$ cat config.mk
export PLATFORM = sky130hd
export DESIGN_NAME = serial_alu
export DESIGN_NICKNAME = d
export VERILOG_FILES = /design/src/rtl/serial_alu_pkg.sv /design/src/rtl/serial_shifter.sv /design/src/rtl/serial_alu.sv
export SDC_FILE = /design/constraint.sdc
export NUM_CORES = 1
export LEC_CHECK = 0
export BUFFER_PORTS_ARGS = -buffer_cell sky130_fd_sc_hd__buf_2
export CAP_MARGIN = 20
export CORE_ASPECT_RATIO = 1.2
export CORE_UTILIZATION = 45
export CTS_CLUSTER_SIZE = 24
export DETAILED_ROUTE_END_ITERATION = 7
export PLACE_DENSITY = 0.69
export SYNTH_ARGS = -nofsm -noshare
export SYNTH_HDL_FRONTEND = slang
export SYNTH_HIERARCHICAL = 1
export SYNTH_SLANG_ARGS = --single-unit
$ cat constraint.sdc
create_clock -name clk -period 2.95 [get_ports clk]
set_input_delay 0.1475 -clock clk [delete_from_list [all_inputs] [get_ports clk]]
set_output_delay 0.1475 -clock clk [all_outputs]
set_load 0.1 [all_outputs]
$ cat src/rtl/serial_alu_pkg.sv
// Shared constants for the serial execute unit: ALU function codes, FSM states,
// shifter ops and flag bit positions.
package serial_alu_pkg;

  localparam logic [3:0] ALU_ADD  = 4'b0000;
  localparam logic [3:0] ALU_SLL  = 4'b0001;
  localparam logic [3:0] ALU_SLT  = 4'b0010;
  localparam logic [3:0] ALU_SLTU = 4'b0011;
  localparam logic [3:0] ALU_XOR  = 4'b0100;
  localparam logic [3:0] ALU_SRL  = 4'b0101;
  localparam logic [3:0] ALU_OR   = 4'b0110;
  localparam logic [3:0] ALU_AND  = 4'b0111;
  localparam logic [3:0] ALU_SUB  = 4'b1000;
  localparam logic [3:0] ALU_SRA  = 4'b1101;

  localparam int unsigned FLAG_Z = 0;
  localparam int unsigned FLAG_C = 1;
  localparam int unsigned FLAG_V = 2;
  localparam int unsigned FLAG_S = 3;

  typedef enum logic [1:0] {SA_IDLE, SA_SHIFT, SA_DONE} sa_state_e;
  typedef enum logic [1:0] {SH_SLL, SH_SRL, SH_SRA} shift_op_e;

  function automatic logic is_shift(input logic [3:0] fn);
    return (fn == ALU_SLL) || (fn == ALU_SRL) || (fn == ALU_SRA);
  endfunction

  function automatic shift_op_e shift_op_of(input logic [3:0] fn);
    case (fn)
      ALU_SRL: return SH_SRL;
      ALU_SRA: return SH_SRA;
      default: return SH_SLL;
    endcase
  endfunction

endpackage

$ cat src/rtl/serial_shifter.sv
// Iterative shifter: moves up to SHIFT_STEP bits per cycle and pulses done
// the cycle after the last step has landed in the working register.
module serial_shifter
  import serial_alu_pkg::*;
#(
  parameter int unsigned WIDTH      = 32,
  parameter int unsigned SHIFT_STEP = 1
) (
  input  logic                     clk,
  input  logic                     rst_n,
  input  logic                     start,
  input  shift_op_e                op,
  input  logic [WIDTH-1:0]         src,
  input  logic [$clog2(WIDTH)-1:0] amount,
  output logic [WIDTH-1:0]         result,
  output logic                     done
);

  localparam int unsigned AW = $clog2(WIDTH);

  logic [WIDTH-1:0] work_q, work_d;
  logic [AW-1:0]    rem_q, rem_d;
  logic [AW-1:0]    k;
  shift_op_e        op_q, op_d;
  logic             done_q, done_d;

  always_comb begin
    work_d = work_q;
    rem_d  = rem_q;
    op_d   = op_q;
    done_d = 1'b0;
    k      = '0;
    if (start) begin
      work_d = src;
      rem_d  = amount;
      op_d   = op;
    end else if (rem_q != '0) begin
      // Compare in AW+1 bits so SHIFT_STEP == WIDTH still fits.
      if ({1'b0, rem_q} < (AW + 1)'(SHIFT_STEP)) k = rem_q;
      else                                       k = AW'(SHIFT_STEP);
      case (op_q)
        SH_SLL:  work_d = work_q << k;
        SH_SRL:  work_d = work_q >> k;
        default: work_d = $unsigned($signed(work_q) >>> k);
      endcase
      rem_d  = rem_q - k;
      done_d = (rem_d == '0);
    end
  end

  always_ff @(posedge clk) begin
    if (!rst_n) begin
      work_q <= '0;
      rem_q  <= '0;
      op_q   <= SH_SLL;
      done_q <= 1'b0;
    end else begin
      work_q <= work_d;
      rem_q  <= rem_d;
      op_q   <= op_d;
      done_q <= done_d;
    end
  end

  assign result = work_q;
  assign done   = done_q;

endmodule

$ cat src/rtl/serial_alu.sv
// Multi-cycle execute unit: single-cycle logic/arithmetic, iterative shifts,
// result and flags returned over a valid/ready handshake.
module serial_alu
  import serial_alu_pkg::*;
#(
  parameter int unsigned WIDTH      = 32,
  parameter int unsigned SHIFT_STEP = 1
) (
  input  logic             clk,
  input  logic             rst_n,
  input  logic             in_valid,
  output logic             in_ready,
  input  logic [3:0]       alufn,
  input  logic [WIDTH-1:0] a,
  input  logic [WIDTH-1:0] b,
  output logic             out_valid,
  input  logic             out_ready,
  output logic [WIDTH-1:0] result,
  output logic             zf,
  output logic             cf,
  output logic             vf,
  output logic             sf,
  output logic             busy
);

  localparam int unsigned AW  = $clog2(WIDTH);
  localparam int unsigned MSB = WIDTH - 1;

  sa_state_e        state_q, state_d;
  logic [WIDTH-1:0] result_q, result_d;
  logic [3:0]       flags_q, flags_d;

  logic [AW-1:0]    shamt;
  logic [WIDTH:0]   add_full, sub_full;
  logic [WIDTH-1:0] alu_res, sh_result;
  logic             alu_c, alu_v, sh_start, sh_done;

  function automatic logic [3:0] pack_flags(input logic [WIDTH-1:0] r,
                                            input logic c, input logic v);
    logic [3:0] f;
    f         = '0;
    f[FLAG_Z] = (r == '0);
    f[FLAG_C] = c;
    f[FLAG_V] = v;
    f[FLAG_S] = r[MSB];
    return f;
  endfunction

  assign shamt    = b[AW-1:0];
  assign add_full = {1'b0, a} + {1'b0, b};
  assign sub_full = {1'b0, a} + {1'b0, ~b} + (WIDTH + 1)'(1);

  always_comb begin
    alu_res = '0;
    alu_c   = 1'b0;
    alu_v   = 1'b0;
    case (alufn)
      ALU_ADD: begin
        alu_res = add_full[WIDTH-1:0];
        alu_c   = add_full[WIDTH];
        alu_v   = (a[MSB] == b[MSB]) && (alu_res[MSB] != a[MSB]);
      end
      ALU_SUB: begin
        alu_res = sub_full[WIDTH-1:0];
        alu_c   = sub_full[WIDTH];
        alu_v   = (a[MSB] != b[MSB]) && (alu_res[MSB] != a[MSB]);
      end
      ALU_AND:  alu_res = a & b;
      ALU_OR:   alu_res = a | b;
      ALU_XOR:  alu_res = a ^ b;
      ALU_SLT:  alu_res = WIDTH'($signed(a) < $signed(b));
      ALU_SLTU: alu_res = WIDTH'(a < b);
      // Shifts only reach the single-cycle path with a zero amount.
      ALU_SLL, ALU_SRL, ALU_SRA: alu_res = a;
      default:  alu_res = '0;
    endcase
  end

  always_comb begin
    state_d  = state_q;
    result_d = result_q;
    flags_d  = flags_q;
    sh_start = 1'b0;
    case (state_q)
      SA_IDLE: begin
        if (in_valid) begin
          if (is_shift(alufn) && (shamt != '0)) begin
            sh_start = 1'b1;
            state_d  = SA_SHIFT;
          end else begin
            result_d = alu_res;
            flags_d  = pack_flags(alu_res, alu_c, alu_v);
            state_d  = SA_DONE;
          end
        end
      end
      SA_SHIFT: begin
        if (sh_done) begin
          result_d = sh_result;
          flags_d  = pack_flags(sh_result, 1'b0, 1'b0);
          state_d  = SA_DONE;
        end
      end
      SA_DONE: begin
        if (out_ready) state_d = SA_IDLE;
      end
      default: state_d = SA_IDLE;
    endcase
  end

  always_ff @(posedge clk) begin
    if (!rst_n) begin
      state_q  <= SA_IDLE;
      result_q <= '0;
      flags_q  <= '0;
    end else begin
      state_q  <= state_d;
      result_q <= result_d;
      flags_q  <= flags_d;
    end
  end

  serial_shifter #(
    .WIDTH      (WIDTH),
    .SHIFT_STEP (SHIFT_STEP)
  ) u_shifter (
    .clk    (clk),
    .rst_n  (rst_n),
    .start  (sh_start),
    .op     (shift_op_of(alufn)),
    .src    (a),
    .amount (shamt),
    .result (sh_result),
    .done   (sh_done)
  );

  assign in_ready  = (state_q == SA_IDLE);
  assign out_valid = (state_q == SA_DONE);
  assign busy      = (state_q == SA_SHIFT);
  assign result    = result_q;
  assign zf        = flags_q[FLAG_Z];
  assign cf        = flags_q[FLAG_C];
  assign vf        = flags_q[FLAG_V];
  assign sf        = flags_q[FLAG_S];

endmodule

Word level (Yosys, flattened, before mapping)
Index checks and enable logic that the tools add are counted.
{"block": "op_classes", "n_addsub": 4, "muxes": 28, "n_reduce_logical": 19, "n_eq_ne": 20, "shift": 3, "bitwise_logic": 6, "order_cmp": 3}
{"cell": "case mux 32 bit (8 select lines)", "n": 1}
{"cell": "two-way mux 32 bit", "n": 5}
{"cell": "case mux 32 bit (2 select lines)", "n": 2}
{"cell": "adder 32 x 32 -> 33 bit", "n": 2}
{"cell": "logical NOT 32 bit", "n": 2}
{"cell": "< comparator 32 bit", "n": 2}
{"cell": "adder 33 x 1 -> 33 bit, second input constant", "n": 1}
{"cell": "bitwise AND 32 bit", "n": 1}
{"cell": "NOT 32 bit", "n": 1}
{"cell": "bitwise OR 32 bit", "n": 1}
{"cell": "left shift 32 x 5 -> 32 bit", "n": 1}
{"cell": "right shift 32 x 5 -> 32 bit", "n": 1}
{"cell": ">>> shifter 32 x 5 -> 32 bit", "n": 1}
{"cell": "XOR 32 bit", "n": 1}
{"cell": "two-way mux 5 bit", "n": 5}
{"cell": "equality test 4 x 3 -> 1 bit, second input constant", "n": 4}
{"cell": "two-way mux 4 bit", "n": 3}
{"cell": "nonzero test 5 bit", "n": 2}
{"cell": "equality test 4 x 2 -> 1 bit, second input constant", "n": 2}
{"cell": "equality test 4 bit, second input constant", "n": 2}
{"cell": "two-way mux 2 bit", "n": 4}
{"cell": "case mux 4 bit (2 select lines)", "n": 1}
{"cell": "case mux 2 bit (3 select lines)", "n": 1}
{"cell": "OR reduction 3 bit", "n": 2}
{"cell": "other kinds (21)", "n": 35}
{"block": "totals", "output_inout_bits": 39, "register_bits": 78, "elab_cells": 90, "inputBits": 72}

Depth between registers and ports, before layout
{"block": "logic_depth", "ltp_word": 12, "mapped_depth": 14, "ltp_nobuf": 14}

Hierarchy
Netlist, hierarchy kept.
{"module": "serial_alu", "instances": 1, "cells_each": 1137, "seq_area_each_um2": 740.7, "area_per_inst_um2": 7702.4}
{"module": "serial_shifter", "instances": 1, "cells_each": 226, "seq_area_each_um2": 800.8, "area_per_inst_um2": 2288.4}

Least setup slack after synthesis
OpenSTA, ideal clock, no wires.
{"block": "synth_timing", "path_kind": "input to register", "start": "input a[0]", "end": "register flags_q[0]", "stages": 13, "setup_ns": 0.060, "path_buffers": 0, "setup_slack_ns": -0.306, "t_required_ns": 2.890, "arrival_ns": 3.196, "cell_sequence": "ha_1 > inv_1 > fa_1 > nor2b_1 > o211ai_1 > a211oi_1 > o311ai_0 > a211o_1 > nor4_1 > nand4_1 > or4_1 > nor4_1 > a41o_1"}
{"block": "synth_via", "elab_chain_len": 7}
{"item": "start, declared", "line": "serial_alu.sv:14", "source": "input logic [WIDTH-1:0] a,"}
{"item": "adder 32 x 32 -> 33 bit", "line": "serial_alu.sv:51", "source": "assign sub_full = {1'b0, a} + {1'b0, ~b} + (WIDTH + 1)'(1);"}
{"item": "adder 33 x 1 -> 33 bit", "line": "serial_alu.sv:51"}
{"item": "case mux 32 bit (8 select lines) (*)", "line": "serial_alu.sv:57", "source": "case (alufn)"}
{"item": "logical NOT 32 bit (*)", "line": "serial_alu.sv:42", "source": "f[FLAG_Z] = (r == '0);"}
{"item": "two-way mux 4 bit (*)", "line": "serial_alu.sv:87", "source": "if (is_shift(alufn) && (shamt != '0)) begin"}
{"item": "two-way mux 4 bit (*)", "line": "serial_alu.sv:86", "source": "if (in_valid) begin"}
{"item": "case mux 4 bit (2 select lines) (*)", "line": "serial_alu.sv:84", "source": "case (state_q)"}
{"item": "end signal, assigned", "line": "serial_alu.sv:119", "source": "flags_q <= flags_d;"}
{"item": "end, declared", "line": "serial_alu.sv:31", "source": "logic [3:0] flags_q, flags_d;"}
Every way passes the cells marked *; elsewhere a longest branch is shown, timed or not. The select of a mux whose other input is x is not followed.
A chain may end at the register's enable or synchronous reset.

Worst setup path after layout
{"block": "layout_timing", "start": "input b[0]", "end": "register flags_q[0]"}
{"block": "layout_via", "elab_chain_len": 8}
{"item": "start, declared", "line": "serial_alu.sv:15", "source": "input logic [WIDTH-1:0] b,"}
{"item": "NOT 32 bit", "line": "serial_alu.sv:51"}
{"item": "adder 32 x 32 -> 33 bit", "line": "serial_alu.sv:51"}
{"item": "adder 33 x 1 -> 33 bit", "line": "serial_alu.sv:51"}
{"item": "case mux 32 bit (8 select lines)", "line": "serial_alu.sv:57"}
{"item": "logical NOT 32 bit", "line": "serial_alu.sv:42"}
{"item": "two-way mux 4 bit", "line": "serial_alu.sv:87"}
{"item": "two-way mux 4 bit", "line": "serial_alu.sv:86"}
{"item": "case mux 4 bit (2 select lines)", "line": "serial_alu.sv:84"}
Parallel ways exist; a longest one is shown, timed or not. The select of a mux whose other input is x is not followed.

==> flow_summary.json <==
{
  "root_buffer": "clkbuf_16",
  "maxSlewHeadroom": 0.557,
  "fin_worst_skew_ps": 6.22,
  "dieHeight_um": 165,
  "cts_buffers": 9,
  "wl_um": 42100,
  "end_kind": "flip-flop",
  "syn-num-nets": 1551,
  "tns_ps": -314,
  "crit_type": "in2reg",
  "synth.distinct_cells": 86,
  "via_per_inst": 5.93,
  "critPathArrivalTime_ps": 3540,
  "io_buffers": 110,
  "multi_input_area_um2": 8140,
  "synthCells": 1363,
  "antenna_found_initial": 0,
  "clkLatencyLatePin_ps": 330,
  "die_w_um": 138,
  "rr_worst_depth": 13,
  "ys.flop_type": "dfxtp_1",
  "hold_viol_final": 0,
  "power.leakage_nw": 6.82,
  "postCtsHoldBufs": 0,
  "final-setup-viol-count": 1,
  "max_freq_ghz": 0.306,
  "cp_slowest_cell": "or4_4",
  "required_ps": 3220,
  "drive_gt1_frac": 0.381,
  "path_common_cell": "buf_4",
  "grt_pass1_wl_um": 63900,
  "reg2reg_slack_ps": 60,
  "layout_common_cells": "buf_4, buf_2, inv_1, a21oi_1",
  "startpoint_type": "input port",
  "gp_congestion": 0.997,
  "grt_max_degree": 47,
  "dp_cells": 2060,
  "avgSynthCellArea_um2": 7.33,
  "rsz0062_at_grt": "yes",
  "grt_pass1_vias": 11900,
  "vias": 12400,
  "peakVddDrop_mv": 0.678,
  "num_rows": 59,
  "synth_edf_count": 0,
  "worst_slack_ps": -314,
  "n_antenna_cell": 0,
  "min_period_ps": 3260,
  "synth_seq_cells": 77,
  "pwr_density_cell_nw_per_um2": 402,
  "fp.dieArea_um2": 22800,
  "layout_commonest_cell": "buf_4",
  "reg2reg_from": "state_q[1]",
  "ctsLongestPathBuffers": 2,
  "drc": 0,
  "first_pass_iters": 5,
  "start_util": 0.460,
  "dp_hpwl_um": 34400,
  "overflow": 0,
  "path_depth": 15,
  "violations": "setup timing",
  "slew_viol_final": 0,
  "min_path_type": "in2reg",
  "core_area_um2": 21700,
  "grt_use_total": 0.354,
  "htreeDepth": 3,
  "worst_pin_slew_ps": 665,
  "max-cap-violations": 0,
  "syn-cell-area_um2": 9990,
  "wire_per_inst_um": 20.1,
  "critPathBufInv": 3,
  "cpPeakStageDelay_ps": 530,
  "fin_nets": 2004,
  "drt_iter0_markers": 863,
  "n_fill_cell": 1892,
  "finalHoldWorstSlack_ps": 77.4,
  "crit_path_end": "flags_q[0]",
  "yosysWarnings": 6,
  "ant_nets": 0,
  "setup.worst_path.start": "b[0]",
  "critical_path.max_fanout": 5,
  "ys_seq_area_frac": 0.154,
  "ios": 111,
  "outcome": "complete, but fails checks",
  "r2r-end": "flags_q[0]",
  "async_flop_share": 0,
  "clock-sinks": 77,
  "syn2layout_area_growth_pct": 46.0,
  "cts_tree": "done",
  "critical_path.top_delay_family": "compound AO/OA/AOI/OAI gates",
  "dp_slack_ps": -744,
  "instances_no_fill": 2095,
  "register_area_um2": 1540,
  "fin_crit_sh": 1.11,
  "critical_path.cell_chain": "buf_2, ha_2, buf_4, nor3_4, o31a_1, o2111a_2, o21ai_4, nand2_2, a2111o_1, o32a_1, a31o_1, or4_4, nor4_2, buf_4, a41o_1",
  "path_clk_slew_ps": 60
}
[flip-flops by register name, summed over array words and instances (netlist names)]
signal	count
flags_q	3
u_shifter/op_q	2
u_shifter/done	1
result	32
state_q	2
u_shifter/result	32
u_shifter/rem_q	5
[power breakdown]
part,switching [mW],internal [mW]
clock,0.412,0.784
sequential,0.122,1.15
combinational,1.96,1.43
total,2.50,3.36
[timing repair]
item | in CTS | in global routing
setup endpoints to repair | 8 | 14
setup buffers | 4 | 15
gates resized for setup | 24 | 89
pin swaps | 11 | 47
[cell families (layout without fill, tap and decap cells)]
logic type      after synthesis  after routing  share of synthesized area
compound gates              479            479                      0.321
xor+xnor                     10             10                    0.00877
fa+ha+maj                   116            116                      0.147
buf+inv                     207            665                     0.0855
flops                        77             77                      0.154
mux                          67             67                     0.0832
simple gates                407            407                      0.200
[worst min path at each step]
stage / from / to / slack, ps / depth (start not counted)
3_3_place_gp: out_ready / state_q[1] / 410 / 3
3_5_place_dp: out_ready / state_q[1] / 410 / 3
4_1_cts: out_ready / state_q[1] / 70 / 3
6_report: out_ready / state_q[1] / 80 / 3
5_1_grt: out_ready / state_q[1] / 90 / 3
2_1_floorplan: rst_n / result[31] / 260 / 1
[per-layer routing]
metal  GRT usage  share of wire  vias to the layer above
li1            -              -                     5906
met1       0.442           0.42                     5815
met2       0.620           0.47                      579
met3      0.0355          0.064                      113
met4       0.152          0.040                        0
met5           0              0                        -
[worst register-to-register path: cells and delay by family (launching register included)]
| family | cells | cell delay, ps |
|---|---|---|
| AOI/OAI and AO/OA | 3 | 540 |
| and+or+nand+nor | 7 | 1580 |
| DFF | 1 | 330 |
| buffers and inverters | 3 | 380 |
[Yosys cell counts (7+ instances only)]
library cell  number  share of area
a22oi_1           16          0.012
clkbuf_1          74          0.028
nand2_1          100          0.038
xnor2_1            7         0.0061
a211oi_1          25          0.019
nor3_1            31          0.016
o21ai_1           30          0.015
o21a_1            14          0.011
inv_1            111          0.042
nor2_1            90          0.034
o211ai_1          21          0.016
o21bai_1          16          0.012
nor4_1            24          0.015
and2_1             9         0.0056
a211o_1            9         0.0079
a221o_1            7         0.0070
a32oi_1            7         0.0061
mux2_4            29          0.044
nor2b_1           18          0.011
ha_1             114           0.14
nand2b_1          21          0.013
a221oi_1          19          0.017
o221ai_1          15          0.013
o31ai_1           20          0.015
o21ai_0           73          0.037
nand3_1           64          0.032
a31oi_1           11         0.0069
dfxtp_1           77           0.15
mux2i_1           35          0.035
a21o_1            23          0.017
buf_1              7         0.0026
nand4_1           13         0.0081
and3_1             7         0.0044
a21oi_1          115          0.058
[cell type report]
type / instances / area share
well taps: 274 / 0.0235
repair buffers: 536 / 0.261
clock buffers: 12 / 0.0176
flip-flops and latches: 77 / 0.106
multi-input cells: 1079 / 0.558
clock inverters: 4 / 0.00480
inverters: 113 / 0.0295
[through the flow]
step | cell area [um2] | util | power, mW
after floorplan | 10100 | - | 3.23
after global placement | 13600 | 0.628 | 4.41
after detailed placement | 13600 | 0.628 | 4.44
after CTS | 14100 | 0.649 | 5.67
after global routing | 14600 | 0.672 | 6.13
final | 14600 | 0.672 | 5.86
No activity file was read; power rests on OpenSTA's default activity.
